### src/rtl/risc32_if_fetch.sv
// Instruction-fetch stage: owns the PC, fetches over a req/ack instruction memory
// and feeds the IF/ID register, honouring branch (delay-slot) and flush redirects.
module risc32_if_fetch #(
    parameter logic [31:0] RESET_PC = 32'h0000_0000
) (
    input  logic        clk,
    input  logic        rst,
    input  logic [5:0]  stall,
    input  logic        branch_flag_i,
    input  logic [31:0] branch_target_i,
    input  logic        flush_i,
    input  logic [31:0] new_pc_i,
    output logic        imem_req_o,
    output logic [31:0] imem_addr_o,
    input  logic        imem_ack_i,
    input  logic [31:0] imem_rdata_i,
    output logic        stallreq_o,
    output logic [31:0] pc_o,
    output logic [31:0] inst_o
);

    typedef enum logic [1:0] {IDLE, FETCH, VALID, DRAIN} state_t;

    state_t      state_q, state_d;
    logic [31:0] pc_q, pc_d;
    logic [31:0] inst_q, inst_d;
    logic        pend_v_q, pend_v_d;
    logic [31:0] pend_pc_q, pend_pc_d;
    logic [31:0] redir_q, redir_d;
    logic [31:0] br_tgt, fl_tgt;
    logic        br_consumed;
    logic        unused_bits;

    assign br_tgt      = {branch_target_i[31:2], 2'b00};
    assign fl_tgt      = {new_pc_i[31:2], 2'b00};
    assign br_consumed = (state_q == VALID) && !stall[0];
    assign unused_bits = ^{stall[5:1], branch_target_i[1:0], new_pc_i[1:0]};

    always_ff @(posedge clk) begin
        if (!rst) begin
            state_q   <= IDLE;
            pc_q      <= RESET_PC;
            inst_q    <= '0;
            pend_v_q  <= 1'b0;
            pend_pc_q <= '0;
            redir_q   <= '0;
        end else begin
            state_q   <= state_d;
            pc_q      <= pc_d;
            inst_q    <= inst_d;
            pend_v_q  <= pend_v_d;
            pend_pc_q <= pend_pc_d;
            redir_q   <= redir_d;
        end
    end

    always_comb begin
        state_d     = state_q;
        pc_d        = pc_q;
        inst_d      = inst_q;
        pend_v_d    = pend_v_q;
        pend_pc_d   = pend_pc_q;
        redir_d     = redir_q;
        imem_req_o  = 1'b0;
        imem_addr_o = pc_q;
        stallreq_o  = 1'b0;
        pc_o        = '0;
        inst_o      = '0;

        if (branch_flag_i && !br_consumed) begin
            pend_v_d  = 1'b1;
            pend_pc_d = br_tgt;
        end

        case (state_q)
            IDLE: state_d = FETCH;
            FETCH: begin
                imem_req_o = 1'b1;
                stallreq_o = 1'b1;
                if (imem_ack_i) begin
                    inst_d  = imem_rdata_i;
                    state_d = VALID;
                end
            end
            VALID: begin
                pc_o   = pc_q;
                inst_o = inst_q;
                if (!stall[0]) begin
                    pc_d     = branch_flag_i ? br_tgt : (pend_v_q ? pend_pc_q : pc_q + 32'd4);
                    pend_v_d = 1'b0;
                    state_d  = FETCH;
                end
            end
            DRAIN: begin
                imem_req_o = 1'b1;
                stallreq_o = 1'b1;
                if (imem_ack_i) begin
                    pc_d    = redir_q;
                    state_d = FETCH;
                end
            end
            default: state_d = IDLE;
        endcase

        // Flush overrides everything above; an in-flight request must still see its ack.
        if (flush_i) begin
            pend_v_d = 1'b0;
            case (state_q)
                FETCH, DRAIN: begin
                    if (imem_ack_i) begin
                        inst_d  = inst_q;
                        pc_d    = fl_tgt;
                        state_d = FETCH;
                    end else begin
                        pc_d    = pc_q;
                        redir_d = fl_tgt;
                        state_d = DRAIN;
                    end
                end
                default: begin
                    pc_d    = fl_tgt;
                    state_d = FETCH;
                end
            endcase
        end
    end

endmodule

### config.mk
export PLATFORM = sky130hd
export DESIGN_NAME = risc32_if_fetch
export DESIGN_NICKNAME = d
export VERILOG_FILES = /design/src/rtl/risc32_if_fetch.sv
export SDC_FILE = /design/constraint.sdc
export NUM_CORES = 1
export LEC_CHECK = 0
export BUFFER_PORTS_ARGS = -buffer_cell sky130_fd_sc_hd__buf_2
export CORE_MARGIN = 2
export CORE_UTILIZATION = 36
export CTS_CLUSTER_DIAMETER = 100
export DETAILED_ROUTE_END_ITERATION = 7
export PLACE_DENSITY = 0.68
export SLEW_MARGIN = 30
export SYNTH_ARGS = -nofsm -noshare
export SYNTH_HDL_FRONTEND = slang
export SYNTH_SLANG_ARGS = --single-unit
export TNS_END_PERCENT = 5
### constraint.sdc
create_clock -name clk -period 2.9 [get_ports clk]
set_input_delay 0.58 -clock clk [delete_from_list [all_inputs] [get_ports clk]]
set_output_delay 0.58 -clock clk [all_outputs]
set_load 0.05 [all_outputs]
==> out/qor.txt <==
Startpoint Class: flip-flop
Multiplexer share of the synthesized area: 0.0105
Critical Path RT: 2.32 ns
Nets: 1217
Root Buffer: clkbuf_16
Residual DRC: 0
Fill cell count: 1891
Area of the mapped netlist: 0.00680 mm^2
Final Wtd Congestion: 0.887
Drt total wl: 24500 um
Main combinational cell family by area after synthesis: simple AND/OR/NAND/NOR gates
Placeable Area: 0.0186 mm^2
Count of cell types in the netlist: 67
Post-synth EDFFs: 0
Post-DRT Antenna Nets: 0
Clk_lat worst skew: 0.43 ns
Hold WC Path Type: input port to flip-flop
Register area: 0.00250 mm^2
Post-Synth XOR/XNOR Area: 0.0103
I/O pin count: 205
Max IR drop VDD: 0.470 mV
Final hold vios: 0
Skew final: 0.00780 ns
Arrival time at the worst endpoint: 2.17 ns
CP Class: flip-flop to primary output
Setup bufs post-CTS: 0
Initial core utilization: 0.364
Area delta synth->final: 27.5%
Minimum clock period: 2.75 ns
Seq/Total Area, Yosys: 0.368
Synthesized instance count: 945
Die H: 141 um
Post-synthesis adder-cell area fraction: 0.00184
Critical Path Sink Type: primary output
Port bufs: 191
Die area: 0.0200 mm^2
Status: completed
Number of global-route vias before repair: 6848
Die Wd: 141 um
Post-synthesis compound-gate area fraction: 0.233
Top-count cell post-synth: nand2_1
Share of cells above drive strength 1: 0.236
Final setup vio count: 0
Synth Warn #: 0
Starting DRT DRC Count: 729
PostCTS Resize Cnt: 0
Yosys top cell by area: dfxtp_1
Area of the multi-input gates: 0.00392 mm^2
H-tree levels: 4
Initial antenna violation count: 5
Detailed Place HPWL: 17100 um
Max Clk Rate: 364 MHz
Final worst-path cycle share: 0.947
Clock Sinks: 125
CTS Buf Count: 17
Async set or reset register ratio after synthesis: 0
Area contributors post-synth: dfxtp_1, nand2_1, a21oi_1
Hold Slack: 0.384 ns
Leakage: 0.00367 uW
Largest net degree at the start of global routing: 44
Top-area cell type share of the netlist area: 0.368
Overall Global Routing Usage: 0.241
First-pass GRT wire length: 37300 um
Fin Setup TNS: 0 ns
Main synth FF type: dfxtp_1
Clk slew on worst S/H paths: 0.05 ns
Vias per cell: 5.51
Power Density: 591 mW/mm^2
Vias: 7486
Pre-antenna DRT Iters: 8
CTS Buffer Depth: 2
Top post-synthesis cells by count: nand2_1, dfxtp_1, a21oi_1
Max-slew violations: 0
Hold Buf Count CTS: 0
WL per Instance: 18.0 um
Max-cap viol count: 0
Tightest Pin Transition: 0.938 ns
Slew margin rel.: 0.370
RSZ-0062 raised after global routing: no
CTS tree: built
Cell Rows: 50
Simple-gate share of the synthesized area: 0.315
Grt total ovfl: 0
Seq cells post-synth: 125
Syn Area/Cell: 7.19 um^2
Worst-path maximum fanout: 40
-- through the flow --
step / utilization / cell area, um^2 / cells / setup slack [ns] / power [uW]
floorplan: - / 6810 / 948 / 0.714 / 2470
global placement: 0.430 / 8010 / 1324 / 0.591 / 2770
detailed placement: 0.430 / 8010 / 1324 / 0.527 / 2780
CTS: 0.464 / 8660 / 1356 / 0.163 / 5130
global route: 0.465 / 8660 / 1359 / 0.0565 / 5280
finish: 0.465 / 8660 / 1359 / 0.153 / 5120
-- final timing paths --
path                         from  cells past startpoint  slack [ns]         endpoint
setup / recovery       state_q[1]                      4        0.15       inst_o[29]
setup reg to reg       state_q[0]                      5        0.51  imem_addr_o[16]
hold / removal    imem_rdata_i[2]                      3        0.38        inst_q[2]
hold reg to reg        inst_q[20]                      2        0.45       inst_q[20]
-- final cells by class --
class / count / area share
Sequential cell: 125 / 0.289
Inverter: 15 / 0.00650
Timing Repair Buffer: 225 / 0.143
Antenna cell: 3 / 0.000867
Multi-Input combinational cell: 725 / 0.452
Clock inverter: 5 / 0.0144
Tap cell: 234 / 0.0338
Clock buffer: 27 / 0.0604
-- registers in the layout (all words and copies together), names as in the netlist --
| register | flops |
|---|---|
| redir_q | 30 |
| imem_addr_o | 30 |
| state_q | 2 |
| pend_v_q | 1 |
| inst_q | 32 |
| pend_pc_q | 30 |
-- where the power goes --
group	switching, uW	internal, uW	total, uW
combinational	562	268	831
sequential	111	1810	1920
clock	788	1580	2360
total	1460	3660	5120
-- cells in the final DEF (no fill, tap or decap), types with 7 or more instances in the layout --
| cell type | count |
|---|---|
| o211ai_1 | 12 |
| and2_1 | 63 |
| nand2b_1 | 11 |
| buf_2 | 191 |
| nand3_1 | 21 |
| a211oi_1 | 10 |
| o21ai_0 | 39 |
| nor3_1 | 15 |
| dfxtp_1 | 125 |
| o22ai_1 | 7 |
| o31ai_1 | 7 |
| a31oi_1 | 17 |
| clkbuf_16 | 17 |
| nand2_1 | 240 |
| inv_1 | 14 |
| a21oi_1 | 112 |
| nand4_1 | 11 |
| buf_4 | 32 |
| and4_1 | 9 |
| or3_1 | 10 |
| nor2_1 | 36 |
| and3_1 | 7 |
| a311oi_1 | 8 |
-- worst max-delay path: stages, from the launching register on --
cell,delay [ns]
dfxtp_1,0.57
nor2b_4,0.32
buf_4,0.36
and2_1,0.20
buf_2,0.27
-- per-layer routing --
metal | vias up | track usage | share of wire
li1 | 3622 | - | -
met1 | 3424 | 0.301 | 0.41
met2 | 394 | 0.392 | 0.46
met3 | 42 | 0.0709 | 0.098
met4 | 4 | 0.0921 | 0.024
met5 | - | 0 | 0.00086
-- logic make-up (layout without fill, tap and decap cells) --
kind of cell               Yosys count  in the layout
xor gates and xnor gates             8              8
AOI/OAI and AO/OA                  257            257
buffers and inverters               98            272
DFF                                125            125
muxes                                7              7
and+or+nand+nor                    448            448
adders and majority gates            1              1
other                                1              7
(Power assumes the default switching activity.)
